$ cat src/rtl/smc_mac_lite17.sv
// smc_mac_lite17 -- static memory access controller.
// Splits each AHB access into one or more external cycles on a narrower
// static memory bus. Every external cycle runs SETUP / STROBE / HOLD with
// parameterised wait states. Read bytes are assembled into rd_buf.
module smc_mac_lite17 #(
    parameter int MEM_BW    = 1,  // log2 of external bus width in bytes
    parameter int WS_SETUP  = 1,
    parameter int WS_STROBE = 2,
    parameter int WS_HOLD   = 1
) (
    input  logic        hclk17,
    input  logic        n_sys_reset17,
    input  logic        new_access17,
    input  logic [31:0] addr,
    input  logic [1:0]  xfer_size17,
    input  logic        n_read17,
    input  logic [31:0] write_data17,
    input  logic [31:0] ext_data_in,
    output logic        smc_idle17,
    output logic        smc_done17,
    output logic        mac_done17,
    output logic [31:0] read_data17,
    output logic [31:0] ext_addr,
    output logic        ext_cs_n,
    output logic        ext_oe_n,
    output logic        ext_we_n,
    output logic [3:0]  ext_be_n,
    output logic [31:0] ext_data_out,
    output logic        ext_data_oe
);

    localparam int MEMBYTES = 1 << MEM_BW;

    typedef enum logic [1:0] {IDLE, SETUP, STROBE, HOLD} state_t;

    state_t      state, nxt_state;
    logic [3:0]  cnt, nxt_cnt;
    logic [1:0]  k, nxt_k;
    logic [1:0]  size, nxt_size;
    logic [31:0] base, nxt_base;
    logic        wr, nxt_wr;
    logic [31:0] rd_buf;

    logic        last_cyc;
    logic        final_acc;
    logic        capture;
    logic        rd_load;
    logic        nxt_active;
    logic [31:0] nxt_addr;
    logic [1:0]  nxt_off;
    logic [1:0]  lane_pos;
    logic [2:0]  span_lo;
    logic [2:0]  span_hi;
    logic [31:0] nxt_dout;
    logic [3:0]  nxt_be_n;

    // Index of the final external access for a given transfer size.
    function automatic logic [1:0] last_idx(input logic [1:0] sz);
        int sh;
        sh = int'(sz) - MEM_BW;
        return (sh <= 0) ? 2'd0 : 2'((1 << sh) - 1);
    endfunction

    assign smc_idle17  = (state == IDLE);
    assign smc_done17  = (state == HOLD) && last_cyc;
    assign mac_done17  = (state != IDLE) && final_acc;
    assign read_data17 = rd_buf;

    // Sequencing decode: next state, wait counter, access index and capture.
    always_comb begin
        last_cyc  = (cnt == 4'd0);
        final_acc = (k == last_idx(size));
        capture   = new_access17 && ((state == IDLE) || (smc_done17 && final_acc));
        rd_load   = (state == STROBE) && last_cyc && !wr;
        nxt_state = state;
        nxt_cnt   = cnt;
        nxt_k     = k;
        nxt_base  = base;
        nxt_size  = size;
        nxt_wr    = wr;
        case (state)
            IDLE: ;
            SETUP: begin
                if (last_cyc) begin
                    nxt_state = STROBE;
                    nxt_cnt   = 4'(WS_STROBE - 1);
                end else begin
                    nxt_cnt = cnt - 4'd1;
                end
            end
            STROBE: begin
                if (last_cyc) begin
                    nxt_state = HOLD;
                    nxt_cnt   = 4'(WS_HOLD - 1);
                end else begin
                    nxt_cnt = cnt - 4'd1;
                end
            end
            HOLD: begin
                if (!last_cyc) begin
                    nxt_cnt = cnt - 4'd1;
                end else if (!final_acc) begin
                    nxt_state = SETUP;
                    nxt_cnt   = 4'(WS_SETUP - 1);
                    nxt_k     = k + 2'd1;
                end else begin
                    nxt_state = IDLE;
                end
            end
            default: nxt_state = IDLE;
        endcase
        // A new transfer wins over IDLE when it arrives on the final HOLD cycle.
        if (capture) begin
            nxt_state = SETUP;
            nxt_cnt   = 4'(WS_SETUP - 1);
            nxt_k     = 2'd0;
            nxt_base  = addr;
            nxt_size  = xfer_size17;
            nxt_wr    = n_read17;
        end
    end

    // External bus decode for the upcoming cycle: address, lane steering, byte enables.
    always_comb begin
        nxt_active = (nxt_state != IDLE);
        nxt_addr   = (nxt_base & ~(32'(MEMBYTES) - 32'd1)) + (32'(nxt_k) << MEM_BW);
        nxt_off    = nxt_addr[1:0];
        span_lo    = {1'b0, nxt_base[1:0]};
        span_hi    = span_lo + (3'd1 << nxt_size);
        nxt_dout   = '0;
        nxt_be_n   = 4'hF;
        lane_pos   = 2'd0;
        for (int j = 0; j < 4; j++) begin
            if (j < MEMBYTES) begin
                lane_pos = nxt_off + 2'(j);
                nxt_dout[8*j +: 8] = write_data17[{lane_pos, 3'b000} +: 8];
                // Sub-width transfers enable only the bytes they cover.
                if (int'(nxt_size) >= MEM_BW)
                    nxt_be_n[j] = 1'b0;
                else
                    nxt_be_n[j] = !(({1'b0, lane_pos} >= span_lo) && ({1'b0, lane_pos} < span_hi));
            end
        end
    end

    // Controller state, read assembly and registered external strobes.
    always_ff @(posedge hclk17 or negedge n_sys_reset17) begin
        if (!n_sys_reset17) begin
            state        <= IDLE;
            cnt          <= 4'd0;
            k            <= 2'd0;
            base         <= '0;
            size         <= 2'd0;
            wr           <= 1'b0;
            rd_buf       <= '0;
            ext_addr     <= '0;
            ext_cs_n     <= 1'b1;
            ext_oe_n     <= 1'b1;
            ext_we_n     <= 1'b1;
            ext_be_n     <= 4'hF;
            ext_data_out <= '0;
            ext_data_oe  <= 1'b0;
        end else begin
            state <= nxt_state;
            cnt   <= nxt_cnt;
            k     <= nxt_k;
            base  <= nxt_base;
            size  <= nxt_size;
            wr    <= nxt_wr;
            if (capture) begin
                rd_buf <= '0;
            end else if (rd_load) begin
                // Lanes land at their byte position within the AHB word.
                for (int j = 0; j < 4; j++) begin
                    if (j < MEMBYTES)
                        rd_buf[{2'(ext_addr[1:0] + 2'(j)), 3'b000} +: 8] <= ext_data_in[8*j +: 8];
                end
            end
            if (nxt_active)
                ext_addr <= nxt_addr;
            ext_cs_n     <= !nxt_active;
            ext_oe_n     <= !((nxt_state == STROBE) && !nxt_wr);
            ext_we_n     <= !((nxt_state == STROBE) && nxt_wr);
            ext_be_n     <= nxt_active ? nxt_be_n : 4'hF;
            ext_data_out <= (nxt_active && nxt_wr) ? nxt_dout : '0;
            ext_data_oe  <= nxt_active && nxt_wr;
        end
    end

endmodule

$ cat config.mk
export PLATFORM = sky130hd
export DESIGN_NAME = smc_mac_lite17
export DESIGN_NICKNAME = d
export VERILOG_FILES = /design/src/rtl/smc_mac_lite17.sv
export SDC_FILE = /design/constraint.sdc
export NUM_CORES = 1
export LEC_CHECK = 0
export CELL_PAD_IN_SITES_DETAIL_PLACEMENT = 1
export CELL_PAD_IN_SITES_GLOBAL_PLACEMENT = 2
export CORE_MARGIN = 2
export CORE_UTILIZATION = 32
export CTS_BUF_LIST = sky130_fd_sc_hd__clkbuf_8
export DETAILED_ROUTE_END_ITERATION = 10
export GPL_ROUTABILITY_DRIVEN = 0
export GPL_TIMING_DRIVEN = 0
export PLACE_DENSITY_LB_ADDON = 0.15
export SETUP_SLACK_MARGIN = 0.15
export SLEW_MARGIN = 5
export SYNTH_ARGS = -nofsm -noshare
export SYNTH_HDL_FRONTEND = slang
export SYNTH_SLANG_ARGS = --single-unit
$ cat constraint.sdc
create_clock -name hclk17 -period 6.45 [get_ports hclk17]
set_clock_uncertainty 0.1 [all_clocks]
set_input_delay 1.29 -clock hclk17 [delete_from_list [all_inputs] [get_ports hclk17]]
set_output_delay 1.29 -clock hclk17 [all_outputs]
set_load 0.01 [all_outputs]
* Word-level counts from Yosys, hierarchy flattened
Index checks and enable logic that the tools add are counted.
** Word-level totals
- Bits in registers :: 130
- Word-level logic and storage cells :: 100
- Output and inout port bits :: 107
- Input port bits :: 102
** Operators by class
- Magnitude comparators :: 6
- Shifts and indexed selects :: 8
- Muxes and demuxes :: 30
- Add/subtract/negate cells :: 10
- Reductions and logical operators :: 26
- Eq/ne operators :: 6
** Operators with widths (count)
- $mux W32 :: 5
- $bwmux W32 :: 2
- $shift A8 B7 Y32 const A :: 2
- $shiftx A32 B6 Y8 :: 2
- $shiftx A8 B7 Y32 :: 2
- $add A32 B3 Y32 :: 1
- $shl A1 B32 Y2 const A :: 1
- $mux W2 :: 11
- $mux W4 :: 5
- $mux W16 :: 1
- $neg A5 Y7 :: 2
- $pmux W4 S3 :: 1
- $logic_and A1 B1 Y1 :: 11
- $logic_not A1 Y1 :: 7
- $add A2 B1 Y2 const B :: 3
- $eq A2 B2 Y1 const B :: 3
- $lt A2 B3 Y1 :: 2
- $pmux W2 S3 :: 1
- $reduce_bool A2 Y1 :: 3
- $ge A2 B2 Y1 :: 2
- $logic_not A4 Y1 :: 1
- $mux W1 :: 4
- $ne A4 B4 Y1 const B :: 1
- $reduce_bool A4 Y1 :: 1
- other kinds (12) :: 12

* Depth between registers and ports, before layout
- Depth after elaboration :: 16
- Mapped depth :: 19
- Depth with buffers taken out :: 15

* Worst setup path before layout
OpenSTA, ideal clock, no wires.
- Path type :: input port to flip-flop
- Start point :: input new_access17
- End point :: register ext_addr[18]
- Cell stages on the path :: 13
- Setup time :: 0.126 ns
- Arrival :: 4.237 ns
- Path slack :: 1.987 ns
- Required time :: 6.224 ns
- Cells stage by stage :: o21ai_1 > nor2_1 > clkbuf_1 > buf_2 > buf_1 > a21oi_1 > ha_1 > a21oi_1 > nor4b_1 > o211ai_1 > a22oi_1 > xnor2_1 > o21ai_0
** Between the ends
- Word-level cells in the longest chain between the ends :: 3
** RTL lines
- start, declared :: RTL line 13 : input logic new_access17,
- $logic_and A1 B1 Y1 :: RTL line 73 : capture = new_access17 && ((state == IDLE) || (smc_done17 && final_acc));
- $mux W2 :: RTL line 113 : if (capture) begin
- via nxt_k[1] :: RTL line 38 : logic [1:0] k, nxt_k;
- $add A32 B3 Y32 :: RTL line 126 : nxt_addr = (nxt_base & ~(32'(MEMBYTES) - 32'd1)) + (32'(nxt_k) << MEM_BW);
- end signal, assigned :: RTL line 180 : ext_addr <= nxt_addr;
- end, declared :: RTL line 23 : output logic [31:0] ext_addr,
The timed path passes the listed nets, and every way through them passes these cells.
A chain may end at the register's enable or synchronous reset.

* Worst setup path in the final report
- Start point :: input new_access17
- End point :: register ext_addr[30]
The elaborated chain is that of the path after synthesis.

==> metrics.yaml <==
worstSetupPathType: "input pin to register"
synth_ff_type: "dfrtp_1"
wl_per_cell_um: 19.3
row_count: 52
drc: 0
nFillCells: 2297
avgSynthCellArea_um2: 10.3
cts_buffer_depth: 2
dieHeight_um: 148
synth-simple-area-share_pct: 16.2
antenna_found_initial: 0
synth_xor_area_share_pct: 3.82
clkLatencyLatePin_ps: 470
fin_ws_ps: 678
drtPass1Iterations: 4
end_kind: "register"
synth_mux_area_share_pct: 7.76
cp_top_family: "buffers and inverters"
die_w_um: 148
cts_buffers: 17
crit_buf_inv: 4
synth_edf_count: 0
final_cell_area_um2: 9200
drv_cap: 0
dr.first_iter.drc_count: 222
place_area_um2: 8810
nets: 973
syn_area_um2: 6640
crit_top_cell: "a21oi_1"
vias: 5922
dp_hpwl_um: 16700
yosysWarnings: 0
period_needed_ps: 5770
start_util_pct: 32.7
ant_nets: 0
synth_adder_area_share_pct: 2.67
vias_per_cell: 5.19
r2r_setup_slack_ps: 770
cts_root_buf: "clkbuf_8"
slew_violations: 0
insertedDiodeCount: 0
grt_pass1_vias: 6415
ys_types: 58
synth_top_family_by_area: "simple AND/OR/NAND/NOR gates"
clkTransAtPathRegs_ps: 80
max_freq_mhz: 173
die_area_um2: 21900
grt_first_pass_wirelength_um: 35400
hp-class: "register to register"
power.leakage_nw: 3.86
ctsHoldBuffers: 0
fin_util_pct: 45.3
layout-drive-gt1-share_pct: 12.7
peakVddDrop_uv: 255
finalHoldViolations: 0
fin_crit_sh_pct: 89.5
grtUsageTotal_pct: 20.6
synth_cells: 648
cp-start-kind: "input pin"
grt_overflow: 0
fp.coreArea_um2: 20300
powerDensity_nw_per_um2: 499
tightest_slew_ps: 827
wl_um: 22000
finalSetupViolations: 0
h-tree-depth: 4
cp.required_ps: 6750
synth_seq_cells: 128
slew_headroom_pct: 44.7
cts.sink_count: 128
pre_cts_slack_ps: 77.1
crit_chain: "clkdlybuf4s50_1, o21ai_1, nor2_1, clkbuf_1, buf_2, buf_1, a21oi_1, ha_1, a21oi_1, nor4b_2, o211ai_1, a22oi_1, or3_1, o211a_1"
async_flop_share_pct: 100
rsz0062_at_grt: "false"
cp_slowest_cell: "nor4b_2"
whs_ps: 381
crit_path_max_incr_delay_ps: 800
area_growth_pct: 38.5
status: "completed"
port_buffers: 173
ys_seq_area_share_pct: 48.3
worstPathArrival_ps: 6070
cts_tree: "done"
cp_max_fo: 10
grt_max_degree: 75
synth-compound-area-share_pct: 15.3
io_pins: 209
tns_ps: 0
final cells by class:
cell class | instances | area (µm²) | share of cell area [%]
plain buffers | 53 | 334 | 3.63
clock buffers | 17 | 234 | 2.54
clock inverters | 15 | 148 | 1.60
inverters | 14 | 57.6 | 0.626
multi-input cells | 470 | 3120 | 33.9
flip-flops and latches | 128 | 3210 | 34.9
well taps | 270 | 338 | 3.67
repair buffers | 174 | 1760 | 19.1
flip-flops by register name, indices dropped and copies added (netlist names), 2 cells and up:
signal        cells
read_data17      32
ext_addr         31
ext_be_n          2
size              2
k                 2
ext_data_out     16
state             2
cnt               4
base             32
power breakdown:
group	switching, W	internal (W)
Combinational	0.00135	0.00115
Sequential	0.000240	0.00116
Clock	0.000380	0.000316
Total	0.00197	0.00262
cell families after synthesis:
group	count (synthesis)
XOR/XNOR	29
multiplexers	48
buffers and inverters	67
other	2
adder cells (fa/ha/maj)	13
AND/OR/NAND/NOR	220
AO/OA/AOI/OAI	141
flip-flops	128
worst min-delay path, stage by stage, from the launching register on:
cell and delay, ps:
dfrtp_1 350, nand2_1 40, o21ai_0 60
cell usage after synthesis (4+ instances only):
library cell	instances	share of area [%]
nor2_1	52	2.9
o211ai_1	14	1.6
buf_2	12	0.90
nor4_1	6	0.57
a22o_1	33	4.4
o21ai_0	25	1.9
nand4_1	25	2.4
nand2_1	66	3.7
a22oi_1	8	0.90
dfstp_2	5	2.0
mux2_2	28	4.7
nor3b_1	5	0.57
buf_4	22	2.5
nand3_1	28	2.1
a21oi_1	24	1.8
clkbuf_1	12	0.68
nor3_1	4	0.30
mux2i_1	20	3.0
xnor2_1	23	3.0
and3_1	6	0.57
and4_1	4	0.53
o211a_1	5	0.75
inv_1	13	0.73
xor2_1	6	0.79
or3_1	9	0.85
o2111ai_1	9	1.2
dfrtp_1	123	46
ha_1	11	2.1
layout by cell type, fill, tap and decap left out, types with 3 or more instances in the layout:
cell,synthesis,final
o21ai_0,25,25
o21a_1,3,3
xnor2_1,23,23
xor2_1,6,6
nor4_1,6,6
nor2b_1,3,3
a22oi_1,8,8
a22o_1,33,33
clkdlybuf4s50_1,0,172
buf_1,3,3
or3_1,9,9
dfrtp_1,123,123
nand4_1,25,25
clkbuf_1,12,12
mux2i_1,20,20
inv_6,0,8
buf_2,12,12
clkinvlp_4,0,3
o211a_1,5,5
buf_6,2,3
nor3b_1,5,5
mux2_2,28,28
o2111ai_1,9,9
a21oi_1,24,24
conb_1,2,19
o211ai_1,14,14
and4_1,4,4
nand2_1,66,66
nand3_1,28,28
nor2_1,52,52
o22ai_1,3,3
inv_1,13,13
nor3_1,4,4
and3_1,6,6
ha_1,11,11
clkbuf_8,0,17
buf_4,22,22
dfstp_2,5,5
stage by stage:
step	instances	total power (W)
floorplan	665	0.00287
finish	1141	0.00459
detailed placement	1109	0.00393
global route	1141	0.00495
CTS	1141	0.00465
global placement	1108	0.00383
what timing repair did:
item | 4_1_cts | 5_1_grt
buffers inserted | 0 | 0
endpoints found under the setup margin | 0 | 1
resized for setup | 0 | 1
per-layer routing:
metal  track usage, %  wire length, µm
met5                0                0
met4             5.76              298
met3             5.09             1210
met2             33.9            10500
met1             27.2             9950
path summary, 6_finish.rpt:
| path | cells after the start | from | end |
|---|---|---|---|
| worst max-delay path | 14 | new_access17 | ext_addr[30] |
| worst min-delay path | 2 | ext_addr[23] | ext_addr[23] |
| worst max register to register | 17 | state[1] | ext_addr[30] |
| worst min register to register | 2 | ext_addr[23] | ext_addr[23] |
| max in group asynchronous | 2 | n_sys_reset17 | ext_cs_n |
| min in group asynchronous | 1 | n_sys_reset17 | cnt[1] |
Note: power is estimated with default switching activity, not from simulation.
